## config.mk

```make
export PLATFORM = sky130hd
export DESIGN_NAME = scalar_mul_acc
export DESIGN_NICKNAME = d
export VERILOG_FILES = /design/src/rtl/scalar_mul_acc.sv
export SDC_FILE = /design/constraint.sdc
export NUM_CORES = 1
export LEC_CHECK = 0
export CAP_MARGIN = 20
export CORE_UTILIZATION = 55
export DETAILED_ROUTE_END_ITERATION = 12
export PLACE_DENSITY = 0.8
export SYNTH_ARGS = -nofsm -noshare
export SYNTH_HDL_FRONTEND = slang
export SYNTH_SLANG_ARGS = --single-unit
```

## constraint.sdc

```tcl
create_clock -name clock -period 10.7 [get_ports clock]
set_input_delay 2.14 -clock clock [delete_from_list [all_inputs] [get_ports clock]]
set_output_delay 2.14 -clock clock [all_outputs]
set_load 0.05 [all_outputs]
```

## src/rtl/scalar_mul_acc.sv

```systemverilog
// ============================================================================
//  scalar_mul_acc : group accumulator behind the ScalarMul pipeline. It is
//  followed by a result FIFO and a valid/ready output.
//  Optional macro SCALAR_MUL_ACC_SAT_EN: saturating sums plus the sat port.
//  Revision: 1.0
// ============================================================================
`default_nettype none

module scalar_mul_acc #(
  parameter int DATA_W     = 16,
  parameter int ACC_W      = 40,
  parameter int PIPE_LAT   = 90,
  parameter int CNT_W      = 16,
  parameter int FIFO_DEPTH = 4
) (
  input  logic              clock,
  input  logic              reset,
  input  logic              in_valid,
  input  logic              in_last,
  input  logic [DATA_W-1:0] prod,
  output logic [ACC_W-1:0]  out_data,
  output logic [CNT_W-1:0]  out_count,
  output logic              out_valid,
  input  logic              out_ready,
  output logic              overflow,
  output logic              busy
`ifdef SCALAR_MUL_ACC_SAT_EN
  ,
  output logic              sat
`endif
);

  localparam int              c_ADDR_W  = $clog2(FIFO_DEPTH);
  localparam logic [CNT_W-1:0] c_CNT_MAX = '1;

  // ---------------------------------------------------------------- delay line
  logic [PIPE_LAT-1:0] r_dly_valid;
  logic [PIPE_LAT-1:0] r_dly_last;
  logic                w_tap_valid;
  logic                w_tap_last;

  generate
    if (PIPE_LAT > 1) begin : g_dly_shift
      always_ff @(posedge clock) begin
        if (reset) begin
          r_dly_valid <= '0;
          r_dly_last  <= '0;
        end else begin
          r_dly_valid <= {r_dly_valid[PIPE_LAT-2:0], in_valid};
          r_dly_last  <= {r_dly_last[PIPE_LAT-2:0], in_valid & in_last};
        end
      end
    end else begin : g_dly_single
      always_ff @(posedge clock) begin
        if (reset) begin
          r_dly_valid <= '0;
          r_dly_last  <= '0;
        end else begin
          r_dly_valid[0] <= in_valid;
          r_dly_last[0]  <= in_valid & in_last;
        end
      end
    end
  endgenerate

  assign w_tap_valid = r_dly_valid[PIPE_LAT-1];
  assign w_tap_last  = r_dly_last[PIPE_LAT-1];

  // --------------------------------------------------------------- accumulate
  logic [ACC_W-1:0] r_acc;
  logic [CNT_W-1:0] r_cnt;
  logic             r_first;
  logic [ACC_W-1:0] w_base;
  logic [ACC_W-1:0] w_prod_ext;
  logic [ACC_W-1:0] w_sum;
  logic [CNT_W-1:0] w_cnt_next;
  logic             w_grp_sat_next;

  assign w_base     = r_first ? '0 : r_acc;
  assign w_prod_ext = {{(ACC_W-DATA_W){prod[DATA_W-1]}}, prod};
  assign w_cnt_next = r_first ? CNT_W'(1)
                    : ((r_cnt == c_CNT_MAX) ? c_CNT_MAX : r_cnt + 1'b1);

`ifdef SCALAR_MUL_ACC_SAT_EN
  logic [ACC_W:0] w_wide;
  logic           w_clamp;
  logic           r_grp_sat;

  // One guard bit: the sum overflowed when it disagrees with the MSB below it.
  assign w_wide  = {w_base[ACC_W-1], w_base} + {w_prod_ext[ACC_W-1], w_prod_ext};
  assign w_clamp = w_wide[ACC_W] ^ w_wide[ACC_W-1];
  assign w_sum   = !w_clamp ? w_wide[ACC_W-1:0]
                 : (w_wide[ACC_W] ? {1'b1, {(ACC_W-1){1'b0}}}
                                  : {1'b0, {(ACC_W-1){1'b1}}});
  assign w_grp_sat_next = (r_first ? 1'b0 : r_grp_sat) | w_clamp;

  always_ff @(posedge clock) begin
    if (reset) begin
      r_grp_sat <= 1'b0;
    end else if (w_tap_valid) begin
      r_grp_sat <= w_grp_sat_next;
    end
  end
`else
  assign w_sum          = w_base + w_prod_ext;
  assign w_grp_sat_next = 1'b0;
`endif

  always_ff @(posedge clock) begin
    if (reset) begin
      r_acc   <= '0;
      r_cnt   <= '0;
      r_first <= 1'b1;
    end else if (w_tap_valid) begin
      r_acc   <= w_sum;
      r_cnt   <= w_cnt_next;
      r_first <= w_tap_last;
    end
  end

  // -------------------------------------------------------------- result FIFO
  logic [ACC_W-1:0]  r_mem_data [FIFO_DEPTH];
  logic [CNT_W-1:0]  r_mem_cnt  [FIFO_DEPTH];
  logic              r_mem_sat  [FIFO_DEPTH];
  logic [c_ADDR_W:0] r_wr_ptr;
  logic [c_ADDR_W:0] r_rd_ptr;
  logic              r_overflow;
  logic              w_empty;
  logic              w_full;
  logic              w_push;
  logic              w_pop;
  logic              w_wr_en;

  assign w_empty = (r_wr_ptr == r_rd_ptr);
  assign w_full  = (r_wr_ptr[c_ADDR_W] != r_rd_ptr[c_ADDR_W]) &&
                   (r_wr_ptr[c_ADDR_W-1:0] == r_rd_ptr[c_ADDR_W-1:0]);
  assign w_push  = w_tap_valid & w_tap_last;
  assign w_pop   = !w_empty & out_ready;
  // A simultaneous pop frees the slot the push needs, so a full FIFO still accepts.
  assign w_wr_en = w_push & (!w_full | w_pop);

  always_ff @(posedge clock) begin
    if (w_wr_en) begin
      r_mem_data[r_wr_ptr[c_ADDR_W-1:0]] <= w_sum;
      r_mem_cnt[r_wr_ptr[c_ADDR_W-1:0]]  <= w_cnt_next;
      r_mem_sat[r_wr_ptr[c_ADDR_W-1:0]]  <= w_grp_sat_next;
    end
  end

  always_ff @(posedge clock) begin
    if (reset) begin
      r_wr_ptr   <= '0;
      r_rd_ptr   <= '0;
      r_overflow <= 1'b0;
    end else begin
      if (w_wr_en) begin
        r_wr_ptr <= r_wr_ptr + 1'b1;
      end
      if (w_pop) begin
        r_rd_ptr <= r_rd_ptr + 1'b1;
      end
      if (w_push && !w_wr_en) begin
        r_overflow <= 1'b1;
      end
    end
  end

  // --------------------------------------------------------------- outputs
  assign out_valid = !w_empty;
  assign out_data  = w_empty ? '0 : r_mem_data[r_rd_ptr[c_ADDR_W-1:0]];
  assign out_count = w_empty ? '0 : r_mem_cnt[r_rd_ptr[c_ADDR_W-1:0]];
  assign overflow  = r_overflow;
  assign busy      = (|r_dly_valid) | ~r_first;

`ifdef SCALAR_MUL_ACC_SAT_EN
  assign sat = w_empty ? 1'b0 : r_mem_sat[r_rd_ptr[c_ADDR_W-1:0]];
`else
  logic w_unused_sat;
  assign w_unused_sat = r_mem_sat[0];
`endif

endmodule

`default_nettype wire
```

==> results.sh <==
export IMPL_combPwrFrac=0.021
export IMPL_grt_max_degree=92
export IMPL_final_max_slew_violation_count=0
export IMPL_period_share=0.514
export IMPL_yosysWarnings=0
export IMPL_grt_usage=0.201
export IMPL_swShare=0.192
export IMPL_tightest_slew_ps=938
export IMPL_fin_cells=2001
export IMPL_synthTopCellsByCount="nor2b_1 (280), dfxtp_1 (246), edfxtp_1 (224), nor2_1 (83), clkbuf_1 (73)"
export IMPL_drv_cap=0
export IMPL_htreeDepth=2
export IMPL_p_leak_nw=7.80
export IMPL_path_class="flop to output pin"
export IMPL_fillers=2408
export IMPL_syn_area_per_cell_sq_um=12.9
export IMPL_powerDensity_nw_per_um2=166
export IMPL_fp_dieH_microns=187
export IMPL_holdBufCountCts=0
export IMPL_wl_per_cell_microns=17.4
export IMPL_critPathLaunchType="flop"
export IMPL_hold_path_class="flop to flop"
export IMPL_core_area_sq_um=33600
export IMPL_rsz0062_at_grt="no"
export IMPL_avgViaCountPerCell=5.53
export IMPL_rows=67
export IMPL_drive_above_1_share=0.103
export IMPL_pwr_share_clk=0.455
export IMPL_fin_crit_ps=5500
export IMPL_status="finished, final reports clean"
export IMPL_crit_arrival_ps=3360
export IMPL_cts_clk_slew_worst_paths_ps=70
export IMPL_netSwitchingPower_w=0.000689
export IMPL_synth_top_area_share=0.356
export IMPL_end_kind="output pin"
export IMPL_p_seq_frac=0.524
export IMPL_cts_sinks=470
export IMPL_slew_headroom=0.375
export IMPL_critPathMaxFanout=29
export IMPL_synth_edff_count=224
export IMPL_synth_main_ff_cell="dfxtp_1"
export IMPL_synth_cell_types=61
export IMPL_fmax_ghz=0.182
export IMPL_clockRootBuffer="clkbuf_16"
export IMPL_io_buffers=79
export IMPL_cell_internal_pwr_w=0.00289
export IMPL_drtIter0Drc=754
export IMPL_route_detailed_drc=0
export IMPL_wl_mm=34.8
export IMPL_gp_congestion=0.861
export IMPL_diodes=0
export IMPL_synth_area_sq_um=18900
export IMPL_clock_path_buffers=3
export IMPL_grt_antenna_before_repair=0
export IMPL_dpl_hpwl_mm=21.1
export IMPL_antenna_left=0
export IMPL_ir_drop_mv=0.145
export IMPL_hold_viol_final=0
export IMPL_nets=1584
export IMPL_synth_seq_cells=470
export IMPL_grt_pass1_wl_mm=57.1
export IMPL_io_pins=80
export IMPL_numCtsBuffers=45
export IMPL_utilization=0.643
export IMPL_skew_ps=29.1
export IMPL_cts_tree="yes"
export IMPL_start_util=0.562
export IMPL_yosysMostFrequentCell="nor2b_1"
export IMPL_vias=11100
export IMPL_synth_area_leaders="edfxtp_1 (36%), dfxtp_1 (26%), nor2b_1 (9.3%), mux4_2 (6.7%), ha_1 (3.0%)"
export IMPL_synth_async_reset_ratio=0
export IMPL_cts_setup_buffers=0
export IMPL_grt_ovfl_total=0
export IMPL_ctsResizeCount=0
export IMPL_synth_nets=1529
export IMPL_netlist_instances=1462
export IMPL_placed_cells=1918
export IMPL_dr_pass1_iters=6
export IMPL_cp_required_ps=8560
export IMPL_dieArea_sq_um=35100
export IMPL_die_x_microns=187
export IMPL_areaGrowthSynthToFinish_pct=14.5
export IMPL_setup_violations=0
export IMPL_ys_seq_area_frac=0.617
export IMPL_clk_latency_ps=540
export IMPL_yosys_area_top_type="edfxtp_1"
export IMPL_grt_pass1_vias=11100
export IMPL_final_setup_tns_ps=0
==> cells by family after synthesis <==
family,after synthesis,synth area share
AND/OR/NAND/NOR,525,0.156
flip-flops,470,0.617
AO/OA/AOI/OAI,167,0.0602
multiplexers,100,0.0902
buffers and inverters,99,0.0198
XOR/XNOR,55,0.0255
adder cells (fa/ha/maj),46,0.0309
==> cell usage in the layout (no fill, tap or decap), types with 6 or more instances in the layout <==
cell,instances
mux4_2,56
nand4_1,16
nand2_1,45
edfxtp_1,224
o21bai_1,6
nor2_1,83
xor2_1,22
nand3_1,15
clkdlybuf4s50_1,78
clkbuf_16,48
inv_1,16
clkbuf_8,11
o21a_1,6
a21o_1,28
nand2b_1,6
o21ai_0,21
nor4_1,24
a21oi_1,58
mux2i_1,43
xnor2_1,33
buf_4,11
dfxtp_1,242
ha_1,45
nor3_1,15
clkbuf_1,11
and3_1,15
nor2b_1,280
==> stage by stage <==
stage	hold WS (ps)	instance area [sq um]	setup WS [ps]	total power [W]
2_1_floorplan	414	18900	5880	0.00197
3_3_place_gp	419	20000	4680	0.00199
3_5_place_dp	425	20000	5110	0.00199
4_1_cts	429	21600	5070	0.00361
5_1_grt	447	21600	4950	0.00370
6_report	422	21600	5200	0.00358
==> critical path, cell delays in order (launching register included) <==
cell and delay, ps:
dfxtp_4 720, buf_4 590, mux4_2 590, nor2b_1 150, clkdlybuf4s50_1 730
==> power groups by stage <==
stage | Clock [W] | Sequential [W] | Combinational (W)
after floorplan | 0 | 0.00192 | 0.0000491
after global placement | 0 | 0.00192 | 0.0000707
after detailed placement | 0 | 0.00192 | 0.0000737
after CTS | 0.00166 | 0.00188 | 0.0000744
after global routing | 0.00174 | 0.00188 | 0.0000816
final | 0.00163 | 0.00188 | 0.0000743
==> final cells by class <==
cell class / instances / area, sq um / share of cell area
inverters: 16 / 60.1 / 0.00278
well taps: 448 / 561 / 0.0259
multi-input cells: 893 / 6860 / 0.317
clock buffers: 70 / 1390 / 0.0645
flip-flops and latches: 470 / 11700 / 0.540
repair buffers: 91 / 902 / 0.0417
clock inverters: 13 / 175 / 0.00811
==> worst paths after layout <==
| check | from | cells after the start | end | slack [ps] |
|---|---|---|---|---|
| max | flop | 4 | out_count[2] | 5200 |
| min | r_dly_last[25] | 1 | r_dly_last[26] | 420 |
| max reg2reg | r_first | 12 | r_mem_data[0][36] | 6620 |
| min reg2reg | r_dly_last[25] | 1 | r_dly_last[26] | 420 |
==> flip-flops by register name, summed over array words and instances, names as in the netlist, named ones only <==
signal	cells
r_mem_data	160
r_dly_last	90
r_mem_cnt	64
r_cnt	16
r_acc	40
overflow	1
r_rd_ptr	3
r_first	1
r_wr_ptr	3
r_dly_valid	90
==> per-layer routing <==
layer | global-route usage | part of all wire | vias up
li1 | - | - | 5336
met1 | 0.275 | 0.46 | 5443
met2 | 0.340 | 0.49 | 244
met3 | 0.0246 | 0.037 | 45
met4 | 0.0526 | 0.017 | 0
met5 | 0 | 0 | -
Power figures use the tool's default switching activity.
